===== src/rtl/digit_serial_alu.sv =====
// Digit-serial ALU: one DIGIT_W slice per clock, done pulses NDIGITS+1 edges after accept.
// No backpressure: start is taken only while busy=0 (IDLE or the DONE cycle) and is dropped otherwise.
module digit_serial_alu #(
  parameter int WORD_W  = 32,
  parameter int DIGIT_W = 4
) (
  input  logic              clk,
  input  logic              rst,
  input  logic              start,
  input  logic [2:0]        cmd,
  input  logic [WORD_W-1:0] word1,
  input  logic [WORD_W-1:0] word2,
  input  logic              shift_in,
  output logic              busy,
  output logic              done,
  output logic [WORD_W-1:0] result,
  output logic              carry_out,
  output logic              zero
);

  localparam int NDIGITS = WORD_W / DIGIT_W;
  localparam int IDX_W   = $clog2(NDIGITS);
  localparam logic [IDX_W-1:0] IDX_LAST = IDX_W'(NDIGITS - 1);

  typedef logic [NDIGITS-1:0][DIGIT_W-1:0] word_t;

  typedef enum logic [2:0] {
    CMD_ADD   = 3'd0,
    CMD_SUB   = 3'd1,
    CMD_AND   = 3'd2,
    CMD_OR    = 3'd3,
    CMD_XOR   = 3'd4,
    CMD_LSHFT = 3'd5,
    CMD_RSHFT = 3'd6,
    CMD_MOVE  = 3'd7
  } cmd_e;

  typedef enum logic [1:0] {
    S_IDLE,
    S_RUN,
    S_DONE
  } state_e;

  state_e               state_q;
  cmd_e                 cmd_q;
  cmd_e                 cmd_in;
  logic [IDX_W-1:0]     idx_q;
  logic [IDX_W-1:0]     idx_d;
  word_t                a_q;
  word_t                b_q;
  word_t                result_q;
  word_t                result_d;
  logic                 carry_q;
  logic                 carry_d;
  logic                 carry_init;
  logic                 carry_out_q;
  logic                 zero_q;
  logic                 busy_q;
  logic                 done_q;
  logic                 last_dig;
  logic [DIGIT_W-1:0]   a_dig;
  logic [DIGIT_W-1:0]   b_dig;
  logic [DIGIT_W-1:0]   dig_d;

  assign cmd_in = cmd_e'(cmd);
  assign a_dig  = a_q[idx_q];
  assign b_dig  = b_q[idx_q];

  // RSHFT walks MSB to LSB, everything else LSB to MSB; terminal digit is tested before stepping.
  assign last_dig = (cmd_q == CMD_RSHFT) ? (idx_q == '0) : (idx_q == IDX_LAST);
  assign idx_d    = (cmd_q == CMD_RSHFT) ? (idx_q - IDX_W'(1)) : (idx_q + IDX_W'(1));

  always_comb begin
    carry_init = 1'b0;
    case (cmd_in)
      CMD_SUB:   carry_init = 1'b1;
      CMD_LSHFT: carry_init = shift_in;
      CMD_RSHFT: carry_init = shift_in;
      default:   carry_init = 1'b0;
    endcase
  end

  always_comb begin
    dig_d   = '0;
    carry_d = carry_q;
    case (cmd_q)
      CMD_ADD:   {carry_d, dig_d} = {1'b0, a_dig} + {1'b0, b_dig} + {{DIGIT_W{1'b0}}, carry_q};
      CMD_SUB:   {carry_d, dig_d} = {1'b0, a_dig} + {1'b0, ~b_dig} + {{DIGIT_W{1'b0}}, carry_q};
      CMD_AND:   dig_d = a_dig & b_dig;
      CMD_OR:    dig_d = a_dig | b_dig;
      CMD_XOR:   dig_d = a_dig ^ b_dig;
      CMD_LSHFT: begin
        dig_d   = {a_dig[DIGIT_W-2:0], carry_q};
        carry_d = a_dig[DIGIT_W-1];
      end
      CMD_RSHFT: begin
        dig_d   = {carry_q, a_dig[DIGIT_W-1:1]};
        carry_d = a_dig[0];
      end
      CMD_MOVE:  dig_d = a_dig;
      default:   dig_d = '0;
    endcase
  end

  always_comb begin
    result_d        = result_q;
    result_d[idx_q] = dig_d;
  end

  always_ff @(posedge clk or posedge rst) begin
    if (rst) begin
      state_q     <= S_IDLE;
      cmd_q       <= CMD_ADD;
      idx_q       <= '0;
      a_q         <= '0;
      b_q         <= '0;
      result_q    <= '0;
      carry_q     <= 1'b0;
      carry_out_q <= 1'b0;
      zero_q      <= 1'b0;
      busy_q      <= 1'b0;
      done_q      <= 1'b0;
    end else begin
      case (state_q)
        S_RUN: begin
          result_q <= result_d;
          carry_q  <= carry_d;
          if (last_dig) begin
            state_q     <= S_DONE;
            busy_q      <= 1'b0;
            done_q      <= 1'b1;
            carry_out_q <= carry_d;
            zero_q      <= (result_d == '0);
          end else begin
            idx_q <= idx_d;
          end
        end
        default: begin
          // IDLE and DONE both accept; accepting in DONE gives back-to-back ops.
          done_q <= 1'b0;
          if (start) begin
            a_q         <= word1;
            b_q         <= word2;
            cmd_q       <= cmd_in;
            result_q    <= '0;
            carry_out_q <= 1'b0;
            zero_q      <= 1'b0;
            idx_q       <= (cmd_in == CMD_RSHFT) ? IDX_LAST : '0;
            carry_q     <= carry_init;
            busy_q      <= 1'b1;
            state_q     <= S_RUN;
          end else begin
            state_q <= S_IDLE;
          end
        end
      endcase
    end
  end

  assign busy      = busy_q;
  assign done      = done_q;
  assign result    = result_q;
  assign carry_out = carry_out_q;
  assign zero      = zero_q;

endmodule


===== config.mk =====
export PLATFORM = sky130hd
export DESIGN_NAME = digit_serial_alu
export DESIGN_NICKNAME = d
export VERILOG_FILES = /design/src/rtl/digit_serial_alu.sv
export SDC_FILE = /design/constraint.sdc
export NUM_CORES = 1
export LEC_CHECK = 0
export CAP_MARGIN = 20
export CORE_ASPECT_RATIO = 0.8
export CORE_MARGIN = 2
export CORE_UTILIZATION = 47
export DETAILED_ROUTE_END_ITERATION = 8
export GPL_TIMING_DRIVEN = 0
export PLACE_DENSITY = 0.79
export SLEW_MARGIN = 30
export SYNTH_ARGS = -nofsm -noshare
export SYNTH_HDL_FRONTEND = slang
export SYNTH_SLANG_ARGS = --single-unit

===== constraint.sdc =====
create_clock -name clk -period 3.2 [get_ports clk]
set_input_delay 0.64 -clock clk [delete_from_list [all_inputs] [get_ports clk]]
set_output_delay 0.64 -clock clk [all_outputs]
set_load 0.1 [all_outputs]

==> metrics.md <==
| Metric | Value |
|---|---|
| Post-synth ARST share | between 90% and 100% |
| CP Launch Type | register |
| Post-DP HPWL | 11400 um |
| Syn avg cell area | 11.5 um2 |
| Setup crit start | idx_q[0] |
| Clock Tree Buf Depth | 2 |
| Critical Path AT | between 3000 and 4000 ps |
| Yosys warnings | 0 |
| Critical path endpoint category | register |
| Via-per-instance ratio | 6.01 |
| Crit path max fanout | 5 |
| CP cell instances | buf_6 -> buf_12 -> mux4_2 -> mux2_4 -> clkinv_4 -> fa_2 -> inv_2 -> fa_1 -> xor2_1 -> mux2_2 -> o22ai_2 -> o22ai_1 -> o211ai_1 -> buf_4 -> a32o_1 |
| Cts hold-fix bufs | 0 |
| ANT cells | 0 |
| Finished Layout Cells | slightly above 800 |
| Core area | 11600 um2 |
| Global-route wire length before repair | 26900 um |
| Finished Core Util | 70.3% |
| Vias in the first global route | between 5000 and 6000 |
| Unrepaired setup endpoints after global routing | yes |
| Placer Congestion | about 0.86 |
| Ranking of synthesized cells by area | dfrtp_1 (48%), mux2_2 (14%), a22o_1 (3.9%) |
| Hold Crit Class | register to register |
| Tcrit/Tclk final | 113% |
| Status | finished with violations |
| Cells after DPL | 745 |
| Setup WS post-layout | -400 ps |
| Syn Inst Count | 487 |
| CP Class | register to register |
| Initial antenna violation count | 0 |
| Worst path top cell family by delay | multiplexers |
| Port Buffers | 106 |
| Hold_sp | a_q[31] |
| Ratio of cells with drive above 1 in the final layout | about 34% |
| H-tree levels | 3 |
| Setup violations, final | 35 |
| Relative slew slack | 32.3% |
| Post-Syn Area | roughly 5600 um2 |
| Fmax | around 280 MHz |
| Row Count | 35 |
| Yosys cell types | 57 |
| TritonCTS clock tree | yes |
| Sequential share of the synthesized area | 48.1% |
| Clock Root Buffer | clkbuf_16 |
| CP max stage delay | 500 ps |
| Remaining DRCs | 0 |
| Flop2flop setup slack | -400 ps |
| Routed len/inst | ~21 um |
| All-Layer GR Usage | 27.0% |
| Max-cap violations | 0 |
| WHS | 507 ps |
| DRT antenna net count | 0 |
| Initial Util | about half |
| Post-synth EDFFs | 0 |
| Synth Flop Type | dfrtp_1 |
| Worst path bufs/invs | 5 |
| CTS buffer count | 9 |
| Most common cell in the netlist | dfrtp_1 |
| # nets final | about 750 |
| Vias | roughly 4900 |
| Most common library cells after synthesis | dfrtp_1 (108), mux2_2 (71), nand2_1 (26) |
| # clock sinks | 108 |
| R2R Path Start | idx_q[0] |
| Post-route minimum period | 3600 ps |
| Worst R2R Path Depth | 15 |
| First DRT Iteration DRCs | 453 |
| Slew Limit Fails | 0 |
| Die ar. | 12900 um2 |
| Yosys top cell by area | dfrtp_1 |
| Crit path required time | 3440 ps |
| CTS clock-pin slew for the worst setup and hold paths | roughly 70 ps |
| Horiz. Die Dim | 126 um |
| GRT overflow | 0 |
| Reg2reg end | result[30] |
| Post-synthesis sequential element count | 108 |
| Synth top area share | 48.1% |
| Hold Path End | a_q[31] |
| Worst Clk Skew | about 7.1 ps |
| Area growth from synthesis to layout | 45.1% |
| IO Count | 107 |
| Pin count of the biggest net entering global routing | 31 |
| Failing checks | setup timing |
| Hold Path Cell Cnt | 1 |
| Worst-skew pair later-pin latency | 350 ps |
| WL final | 17100 um |
| Least-Margin Pin Slew | between 1000 and 1500 ps |
| Slowest-stage cell, CP | mux4_2 |
| Die Y | 102 um |
| Sum Neg Setup Slack | -8910 ps |
| Syn nets | about 570 |
| Drt pass-1 iters | 5 |
| Final Hold Fails | 0 |
-- stage by stage --
| stage | setup slack, ps | cell area [um2] |
|---|---|---|
| floorplan | -101 | 5700 |
| global placement | -913 | 6950 |
| detailed placement | -1080 | 7040 |
| CTS | -387 | 8030 |
| global route | -506 | 8160 |
| finish | -400 | 8160 |
-- how the worst max path moves through the flow --
stage                            end  slack [ps]  depth (start not counted)
after global placement    result[13]        -910                         15
after global routing      result[25]        -510                         17
after floorplan           result[21]        -100                         17
final                     result[30]        -400                         15
after detailed placement   carry_out       -1080                         12
after CTS                 result[25]        -390                         18
-- logic make-up after synthesis --
family | Yosys count | synth area share (%)
AOI/OAI and AO/OA | 130 | 16.7
DFF | 108 | 48.1
and+or+nand+nor | 97 | 9.01
muxes | 83 | 17.7
buffers and inverters | 49 | 3.69
adders and majority gates | 16 | 4.23
xor gates and xnor gates | 4 | 0.623
-- registers in the layout (all words and copies together) (netlist names) --
name,count
a_q,32
carry_q,1
cmd_q,3
result,32
carry_out,1
b_q,32
state_q,2
busy,1
zero,1
idx_q,3
-- routing by layer --
metal | global-route usage [%] | routed length, um | share of wire [%]
met5 | 0 | 0 | 0
met4 | 7.44 | 370 | 2.2
met2 | 45.2 | 8210 | 48
met1 | 36.5 | 7050 | 41
met3 | 5.18 | 1430 | 8.4
-- cell type report --
| class | instances | area [um2] |
|---|---|---|
| fill | 776 | 3440 |
| multi-input combinational | 330 | 3020 |
| sequential | 108 | 2700 |
| timing repair buffer | 173 | 1670 |
| clock buffer | 9 | 225 |
| tap | 148 | 185 |
| buffer | 25 | 165 |
| clock inverter | 6 | 96.3 |
| inverter | 20 | 96.3 |
-- layout by cell type (no fill, tap or decap), drive strengths merged, types with 4 or more instances in the layout --
master           n
inv             18
nor2            20
clkinvlp         4
ha              11
o21ai           25
fa               5
nand2b           8
a22oi           15
clkbuf          18
nor3             8
o22ai            8
nand3            6
mux4             4
nand3b           5
buf             83
dfrtp          108
mux2i            8
nand2           26
nor2b            9
o31ai            4
a32o             4
a211oi           5
clkdlybuf4s50  106
mux2            71
a22o            25
a31oi            5
a21oi           17
-- repair_timing --
action / in CTS / in global routing
endpoints found under the setup margin: 35 / 35
buffers inserted: 54 / 9
resized for setup: 68 / 16
gates cloned: 0 / 0
pin swaps: 30 / 22
Power is not shown: default switching activity piles up to over one toggle a cycle in this logic, so the estimate is an artifact.
